$ cat config.mk
export PLATFORM = sky130hd
export DESIGN_NAME = filter_frame_ctrl_flat
export DESIGN_NICKNAME = d
export VERILOG_FILES = /design/src/rtl/filter_frame_ctrl_pkg.sv /design/src/rtl/filter_frame_ctrl_if.sv /design/src/rtl/filter_frame_ctrl_frame_counter.sv /design/src/rtl/filter_frame_ctrl.sv /design/src/flat_wrapper.sv
export SDC_FILE = /design/constraint.sdc
export NUM_CORES = 1
export LEC_CHECK = 0
export ABC_AREA = 1
export BUFFER_PORTS_ARGS = -buffer_cell sky130_fd_sc_hd__clkbuf_2
export CAP_MARGIN = 20
export CELL_PAD_IN_SITES_DETAIL_PLACEMENT = 0
export CELL_PAD_IN_SITES_GLOBAL_PLACEMENT = 1
export CORE_MARGIN = 5
export CORE_UTILIZATION = 40
export CTS_CLUSTER_SIZE = 30
export DETAILED_ROUTE_END_ITERATION = 8
export PLACE_DENSITY = 0.78
export SYNTH_ARGS = -nofsm -noshare
export SYNTH_HDL_FRONTEND = slang
export SYNTH_SLANG_ARGS = --single-unit
$ cat constraint.sdc
create_clock -name clk -period 2.15 [get_ports clk]
set_input_delay 0.215 -clock clk [delete_from_list [all_inputs] [get_ports clk]]
set_output_delay 0.215 -clock clk [all_outputs]
set_load 0.01 [all_outputs]
$ cat src/rtl/filter_frame_ctrl_pkg.sv
// Shared types and constants for the masked 2D WOS filter frame controller.
package filter_frame_ctrl_pkg;

    localparam int unsigned WORD      = 8;
    localparam int unsigned MAX_N     = 25;
    localparam int unsigned MIN_N     = 3;
    localparam int unsigned DRAIN_CYC = 4;
    localparam int unsigned TIMEOUT   = 1023;
    localparam int unsigned CNT_W     = 2 * WORD;
    localparam int unsigned IDLE_W    = $clog2(TIMEOUT + 1);
    localparam int unsigned DRAIN_W   = $clog2(DRAIN_CYC);

    typedef enum logic [1:0] {
        ST_IDLE  = 2'd0,
        ST_RUN   = 2'd1,
        ST_DRAIN = 2'd2,
        ST_DONE  = 2'd3
    } state_t;

    typedef enum logic [1:0] {
        ERR_NONE    = 2'd0,
        ERR_CFG     = 2'd1,
        ERR_TIMEOUT = 2'd2,
        ERR_ABORT   = 2'd3
    } err_t;

    typedef struct packed {
        logic [WORD-1:0] h;
        logic [WORD-1:0] w;
        logic [WORD-1:0] n;
    } geom_t;

    // Odd kernel in range, non-empty frame, and the kernel half-width must fit past the last column.
    function automatic logic cfg_legal(input geom_t g);
        logic [WORD-1:0] w_max;
        w_max = {WORD{1'b1}} - (g.n >> 1);
        return g.n[0] && (g.n >= WORD'(MIN_N)) && (g.n <= WORD'(MAX_N)) &&
               (g.h != '0) && (g.w != '0) && (g.w <= w_max);
    endfunction

endpackage

$ cat src/rtl/filter_frame_ctrl_if.sv
// Host/config, address-generator and RAM-arbitration signals of the frame controller.
interface filter_frame_ctrl_if;
    import filter_frame_ctrl_pkg::*;

    logic [WORD-1:0] cfg_h;
    logic [WORD-1:0] cfg_w;
    logic [WORD-1:0] cfg_n;
    logic            cfg_valid;
    logic            cfg_ready;
    logic            start;
    logic            abort;
    logic            ah_run;
    logic [WORD-1:0] ah_h;
    logic [WORD-1:0] ah_w;
    logic [WORD-1:0] ah_n;
    logic            ah_w_en;
    logic            ah_newline;
    logic            host_req;
    logic            host_gnt;
    logic            mem_sel;
    logic            busy;
    logic            done;
    logic [1:0]      err;

    modport master (
        output cfg_h, cfg_w, cfg_n, cfg_valid, start, abort, ah_w_en, ah_newline, host_req,
        input  cfg_ready, ah_run, ah_h, ah_w, ah_n, host_gnt, mem_sel, busy, done, err
    );

    modport slave (
        input  cfg_h, cfg_w, cfg_n, cfg_valid, start, abort, ah_w_en, ah_newline, host_req,
        output cfg_ready, ah_run, ah_h, ah_w, ah_n, host_gnt, mem_sel, busy, done, err
    );

endinterface

$ cat src/rtl/filter_frame_ctrl_frame_counter.sv
// Per-frame output-write, kernel-row and idle counters with last-write and timeout flags.
module filter_frame_ctrl_frame_counter
    import filter_frame_ctrl_pkg::*;
(
    input  logic             clk,
    input  logic             rst,
    input  logic             clear,
    input  logic             en,
    input  logic             w_en,
    input  logic             newline,
    input  logic [CNT_W-1:0] target,
    output logic             last_c,
    output logic             timeout_c
);

    logic [CNT_W-1:0]  out_cnt;
    logic [WORD-1:0]   row_cnt;
    logic [IDLE_W-1:0] idle_cnt;

    always_ff @(posedge clk or negedge rst) begin
        if (!rst) begin
            out_cnt  <= '0;
            row_cnt  <= '0;
            idle_cnt <= '0;
        end else if (clear) begin
            out_cnt  <= '0;
            row_cnt  <= '0;
            idle_cnt <= '0;
        end else if (en) begin
            if (w_en) begin
                out_cnt  <= out_cnt + CNT_W'(1);
                idle_cnt <= '0;
            end else begin
                idle_cnt <= idle_cnt + IDLE_W'(1);
            end
            if (newline) begin
                row_cnt <= row_cnt + WORD'(1);
            end
        end
    end

    // Target is never zero because a legal config has h>=1 and w>=1.
    assign last_c    = en & w_en & (out_cnt == target - CNT_W'(1));
    assign timeout_c = en & (idle_cnt == IDLE_W'(TIMEOUT));

endmodule

$ cat src/rtl/filter_frame_ctrl.sv
// Frame controller: validates geometry, runs the address generator for one frame,
// drains the sorter pipeline and arbitrates the shared image/result RAM.
module filter_frame_ctrl
    import filter_frame_ctrl_pkg::*;
(
    input  logic              clk,
    input  logic              rst,
    filter_frame_ctrl_if.slave bus
);

    state_t             state;
    state_t             next_state;
    geom_t              geom;
    geom_t              cfg_in_c;
    err_t               err_q;
    logic               cfg_valid_flag;
    logic               cfg_ok_c;
    logic               go_c;
    logic               last_c;
    logic               timeout_c;
    logic [CNT_W-1:0]   target;
    logic [DRAIN_W-1:0] drain_cnt;

    assign cfg_in_c = {bus.cfg_h, bus.cfg_w, bus.cfg_n};
    assign cfg_ok_c = cfg_legal(cfg_in_c);
    // A start seen while the host holds the RAM is dropped, not queued.
    assign go_c     = (state == ST_IDLE) & bus.start & cfg_valid_flag & ~bus.host_gnt;

    filter_frame_ctrl_frame_counter u_cnt (
        .clk       (clk),
        .rst       (rst),
        .clear     (go_c),
        .en        (state == ST_RUN),
        .w_en      (bus.ah_w_en),
        .newline   (bus.ah_newline),
        .target    (target),
        .last_c    (last_c),
        .timeout_c (timeout_c)
    );

    // Next-state decode; abort outranks a coincident final write or timeout.
    always_comb begin
        next_state = state;
        case (state)
            ST_IDLE:  if (go_c) next_state = ST_RUN;
            ST_RUN: begin
                if (bus.abort)      next_state = ST_IDLE;
                else if (last_c)    next_state = ST_DRAIN;
                else if (timeout_c) next_state = ST_IDLE;
            end
            ST_DRAIN: begin
                if (bus.abort)                                 next_state = ST_IDLE;
                else if (drain_cnt == DRAIN_W'(DRAIN_CYC - 1)) next_state = ST_DONE;
            end
            ST_DONE:  next_state = ST_IDLE;
            default:  next_state = ST_IDLE;
        endcase
    end

    // State, geometry, error and all outputs registered from the next-state decode.
    always_ff @(posedge clk or negedge rst) begin
        if (!rst) begin
            state          <= ST_IDLE;
            geom           <= '0;
            target         <= '0;
            cfg_valid_flag <= 1'b0;
            err_q          <= ERR_NONE;
            drain_cnt      <= '0;
            bus.cfg_ready  <= 1'b1;
            bus.ah_run     <= 1'b0;
            bus.mem_sel    <= 1'b0;
            bus.busy       <= 1'b0;
            bus.done       <= 1'b0;
            bus.host_gnt   <= 1'b0;
        end else begin
            state         <= next_state;
            drain_cnt     <= (state == ST_DRAIN) ? drain_cnt + DRAIN_W'(1) : '0;
            bus.cfg_ready <= (next_state == ST_IDLE);
            bus.ah_run    <= (next_state == ST_RUN);
            bus.mem_sel   <= (next_state == ST_RUN) || (next_state == ST_DRAIN);
            bus.busy      <= (next_state == ST_RUN) || (next_state == ST_DRAIN);
            bus.done      <= (next_state == ST_DONE);
            bus.host_gnt  <= bus.host_req && (next_state == ST_IDLE);

            if ((state == ST_IDLE) && bus.cfg_valid) begin
                if (cfg_ok_c) begin
                    geom           <= cfg_in_c;
                    target         <= CNT_W'(bus.cfg_h) * CNT_W'(bus.cfg_w);
                    cfg_valid_flag <= 1'b1;
                    err_q          <= ERR_NONE;
                end else begin
                    cfg_valid_flag <= 1'b0;
                    err_q          <= ERR_CFG;
                end
            end else if (((state == ST_RUN) || (state == ST_DRAIN)) && bus.abort) begin
                err_q <= ERR_ABORT;
            end else if ((state == ST_RUN) && timeout_c && !last_c) begin
                err_q <= ERR_TIMEOUT;
            end
        end
    end

    assign bus.ah_h = geom.h;
    assign bus.ah_w = geom.w;
    assign bus.ah_n = geom.n;
    assign bus.err  = err_q;

endmodule

$ cat src/flat_wrapper.sv
// flat-port wrapper written by rule: the top's interface ports become plain ports
module filter_frame_ctrl_flat import filter_frame_ctrl_pkg::*;
  (clk, rst, bus_cfg_h, bus_cfg_w, bus_cfg_n, bus_cfg_valid, bus_start, bus_abort, bus_ah_w_en, bus_ah_newline, bus_host_req, bus_cfg_ready, bus_ah_run, bus_ah_h, bus_ah_w, bus_ah_n, bus_host_gnt, bus_mem_sel, bus_busy, bus_done, bus_err);
  filter_frame_ctrl_if bus_i ();
  input  logic clk;
  input  logic rst;
  input wire logic [$bits(bus_i.cfg_h)-1:0] bus_cfg_h;
  input wire logic [$bits(bus_i.cfg_w)-1:0] bus_cfg_w;
  input wire logic [$bits(bus_i.cfg_n)-1:0] bus_cfg_n;
  input wire logic [$bits(bus_i.cfg_valid)-1:0] bus_cfg_valid;
  input wire logic [$bits(bus_i.start)-1:0] bus_start;
  input wire logic [$bits(bus_i.abort)-1:0] bus_abort;
  input wire logic [$bits(bus_i.ah_w_en)-1:0] bus_ah_w_en;
  input wire logic [$bits(bus_i.ah_newline)-1:0] bus_ah_newline;
  input wire logic [$bits(bus_i.host_req)-1:0] bus_host_req;
  output wire logic [$bits(bus_i.cfg_ready)-1:0] bus_cfg_ready;
  output wire logic [$bits(bus_i.ah_run)-1:0] bus_ah_run;
  output wire logic [$bits(bus_i.ah_h)-1:0] bus_ah_h;
  output wire logic [$bits(bus_i.ah_w)-1:0] bus_ah_w;
  output wire logic [$bits(bus_i.ah_n)-1:0] bus_ah_n;
  output wire logic [$bits(bus_i.host_gnt)-1:0] bus_host_gnt;
  output wire logic [$bits(bus_i.mem_sel)-1:0] bus_mem_sel;
  output wire logic [$bits(bus_i.busy)-1:0] bus_busy;
  output wire logic [$bits(bus_i.done)-1:0] bus_done;
  output wire logic [$bits(bus_i.err)-1:0] bus_err;
  assign bus_i.cfg_h = bus_cfg_h;
  assign bus_i.cfg_w = bus_cfg_w;
  assign bus_i.cfg_n = bus_cfg_n;
  assign bus_i.cfg_valid = bus_cfg_valid;
  assign bus_i.start = bus_start;
  assign bus_i.abort = bus_abort;
  assign bus_i.ah_w_en = bus_ah_w_en;
  assign bus_i.ah_newline = bus_ah_newline;
  assign bus_i.host_req = bus_host_req;
  assign bus_cfg_ready = bus_i.cfg_ready;
  assign bus_ah_run = bus_i.ah_run;
  assign bus_ah_h = bus_i.ah_h;
  assign bus_ah_w = bus_i.ah_w;
  assign bus_ah_n = bus_i.ah_n;
  assign bus_host_gnt = bus_i.host_gnt;
  assign bus_mem_sel = bus_i.mem_sel;
  assign bus_busy = bus_i.busy;
  assign bus_done = bus_i.done;
  assign bus_err = bus_i.err;
  filter_frame_ctrl u_core (.clk(clk), .rst(rst), .bus(bus_i));
endmodule
==> impl_metrics.ini <==
[run_status]
status = finished, violations left
violations = setup timing

[hold_path]
whs_path_depth = 3
hold_path.class = in -> reg

[critical_path]
worst-path-buf-inv = 5
slowest_stage = fa_1
arrival_ns = 3.57
cp-end-kind = flip-flop
crit_cells = 17
critical-path-max-stage-delay_ns = 0.59
worstPathRequired_ns = 2.38
crit_chain = clkbuf_16 > buf_4 > nand2_1 > inv_1 > fa_1 > inv_1 > fa_1 > inv_1 > fa_1 > ha_4 > ha_4 > nand2_1 > nor3_2 > nand3_1 > nand4_1 > xor2_1 > o21ai_1
path_class = in -> reg
startpoint_type = input pin
critPathTopFamily = adder cells
path_max_fanout = 6
rr_worst_depth = 16

[routing]
drt-wirelength-per-cell_um = 12.52
dr_total_vias = 5869
drt-total-wl_mm = 15.92
antenna_left = 0
viasPerCell = 4.614
drc = 0
drt_iter0_drc = 282
dr.pass1.iters = 5

[floorplanning]
die_height_um = 139.0
dieArea_sq_um = 19320
initial_core_util_pct = 40.43
rows = 47
die_w_um = 139.0
num_io_pins = 64
core_area_sq_um = 16470

[power_and_ir_drop]
vdd_drop_max_mv = 0.4928
combPwrFrac_pct = 56.9
intPower_mw = 5.740
clkPwrFrac_pct = 18.6
p_leak_nw = 4.934
sw_frac_of_total_pct = 40.97
power.density_nw_per_um2 = 1094
power_switching_mw = 3.984
p_seq_share_pct = 24.5

[clocking]
clock_sinks = 78
clk_path_buf_depth = 2
numCtsBuffers = 9
clock_latency_ns = 0.35
clk_pin_slew_ns = 0.06
htree_levels = 3
tritoncts = done
cts_root_buf = clkbuf_16

[timing]
grt_setup_unrepaired = yes
max_freq_mhz = 299.7
fin_worst_skew_ns = 0.009578
tightest_slew_ns = 0.4232
finalCritPeriodShare_pct = 155.2
setup_ws_ns = -1.187
setup_viol = 12
hold_viol = 0
finalMaxSlewViolations = 0
holdWs_ns = 0.06836
slew-limit-headroom_pct = 71.57
min_period_ns = 3.337

[layout]
area_delta_synth_final_pct = 33.49
fin_nets = 1169
antenna_cells = 0
post-route-util_pct = 53.97
finalNonFillerCells = 1272
drive_gt1_share_pct = 29.56

[global_routing]
gr-total-overflow = 0
grt_pass1_wl_mm = 27.93
grt_max_degree = 50
grt_pass1_vias = 6027
track_usage_pct = 17.39
antenna_found_initial = 0

[placed_design]
dp.cells = 1244
pre_cts_slack_ns = -1.663
hpwlAfterDp_mm = 12.82
place_congestion = 0.8438
port-buffer-count = 62

[synth]
ys_seq_elements = 78
synth_area_sq_um = 6658
yosysSeqAreaShare_pct = 29.34
syn_nets = 1021
ys_async_sr_fraction_pct = 100.0
netlist_instances = 899
synth_cell_types = 41
synth-edff-count = 0
synth_commonest_cells = nand2_1 (222), inv_1 (197), dfrtp_1 (77)
synth_area_leaders = dfrtp_1 (29%), nand2_1 (13%), inv_1 (11%)
synth_top_area_share_pct = 28.94
avgSynthCellArea_sq_um = 7.406
synthFlopType = dfrtp_1
yosysMostFrequentCell = nand2_1
yosys.area.top_type = dfrtp_1
synth_warnings = 0

[run]
drv_cap = 0
-- cell families (layout without fill, tap and decap cells) --
logic type                 count (synthesis)  in the layout  synth area share, %
and+or+nand+nor                          375            375                24.04
buffers and inverters                    228            381                13.59
AOI/OAI and AO/OA                         99             99                7.931
adders and majority gates                 90             90                20.97
DFF                                       78             78                29.34
xor gates and xnor gates                  29             29                4.135
-- metal layers --
metal	vias to the layer above	share of wire, %	track usage (%)
li1	3026	-	-
met1	2754	45	21.92
met2	75	50	31.25
met3	14	2.5	2.345
met4	0	1.6	4.789
met5	-	0	0
-- registers in the layout, summed over array words and instances, names as in the netlist --
signal,flops
u_core.target,16
u_core.u_cnt.out_cnt,16
u_core.u_cnt.idle_cnt,10
u_core.bus.ah_h,8
u_core.bus.ah_n,8
u_core.bus.ah_w,8
u_core.bus.err,2
u_core.drain_cnt,2
u_core.state,2
u_core.bus.ah_run,1
u_core.bus.cfg_ready,1
u_core.bus.done,1
u_core.bus.host_gnt,1
u_core.bus.mem_sel,1
u_core.cfg_valid_flag,1
-- through the flow --
| step | total power [mW] | area, sq um | TNS (ns) |
|---|---|---|---|
| detailed placement | 7.193 | 7968 | -17.44 |
| floorplan | 5.566 | 6889 | -13.25 |
| global route | 10.66 | 8887 | -13.51 |
| global placement | 7.157 | 7968 | -17.15 |
| CTS | 9.396 | 8615 | -11.64 |
| finish | 9.724 | 8887 | -11.34 |
-- cell usage in the layout, fill, tap and decap left out, types with 5 or more instances in the layout --
cell type	synthesis	layout
nand2_1	222	194
inv_1	197	172
buf_4	5	90
dfrtp_1	77	75
nor2_1	60	54
clkbuf_2	0	49
o21ai_0	52	38
ha_1	54	38
fa_1	36	32
inv_2	2	27
nand3_1	30	27
a21oi_1	34	27
nand2_2	4	24
nor3_1	22	19
ha_4	0	13
xor2_1	14	12
nand4_1	12	12
o21ai_1	1	11
clkbuf_16	0	11
xnor2_1	13	10
nor2_2	9	10
buf_6	1	10
nand2_4	0	8
nor2_4	2	7
a21oi_2	1	7
clkbuf_8	0	5
-- final cells by class --
cell class | instances | area (sq um)
clock buffers | 10 | 239.0
clock inverters | 6 | 116.4
fillers | 1632 | 7579
inverters | 200 | 750.7
multi-input cells | 593 | 4264
flip-flops and latches | 78 | 1956
well taps | 220 | 275.3
repair buffers | 165 | 1286
-- power groups by stage --
stage                     clock network [mW]  logic, mW  registers (mW)
after floorplan                            0       3.16            2.40
after global placement                     0       4.77            2.38
after detailed placement                   0       4.81            2.38
after CTS                               1.85       5.17            2.38
after global routing                    1.93       6.27            2.46
final                                   1.81       5.54            2.38
-- tightest hold or removal path, delay by kind of cell --
family,cells,cell delay (ns)
buf+inv,2,0.12
simple gates,1,0.05
-- timing repair --
action                                 in CTS  in global routing
setup endpoints to repair                  18                 48
endpoints found under the hold margin      29                  0
pin swaps                                  30                 37
buffers inserted                            7                  7
hold buffers                                1                  0
gates resized for setup                    57                 69
-- final timing paths --
check                                         startpoint                             end  slack, ns
setup / recovery                            bus_cfg_h[3]   u_core.target[14]$_DFFE_PN0P_      -1.19
hold / removal                              bus_host_req   u_core.bus.host_gnt$_DFF_PN0_       0.07
setup reg to reg            u_core.target[5]$_DFFE_PN0P_   u_core.bus.host_gnt$_DFF_PN0_       0.06
hold reg to reg            u_core.drain_cnt[0]$_DFF_PN0_   u_core.drain_cnt[0]$_DFF_PN0_       0.43
max in group asynchronous                            rst  u_core.bus.cfg_ready$_DFF_PN1_       1.19
min in group asynchronous                            rst       u_core.state[1]$_DFF_PN0_       0.33
Power figures use the tool's default switching activity.
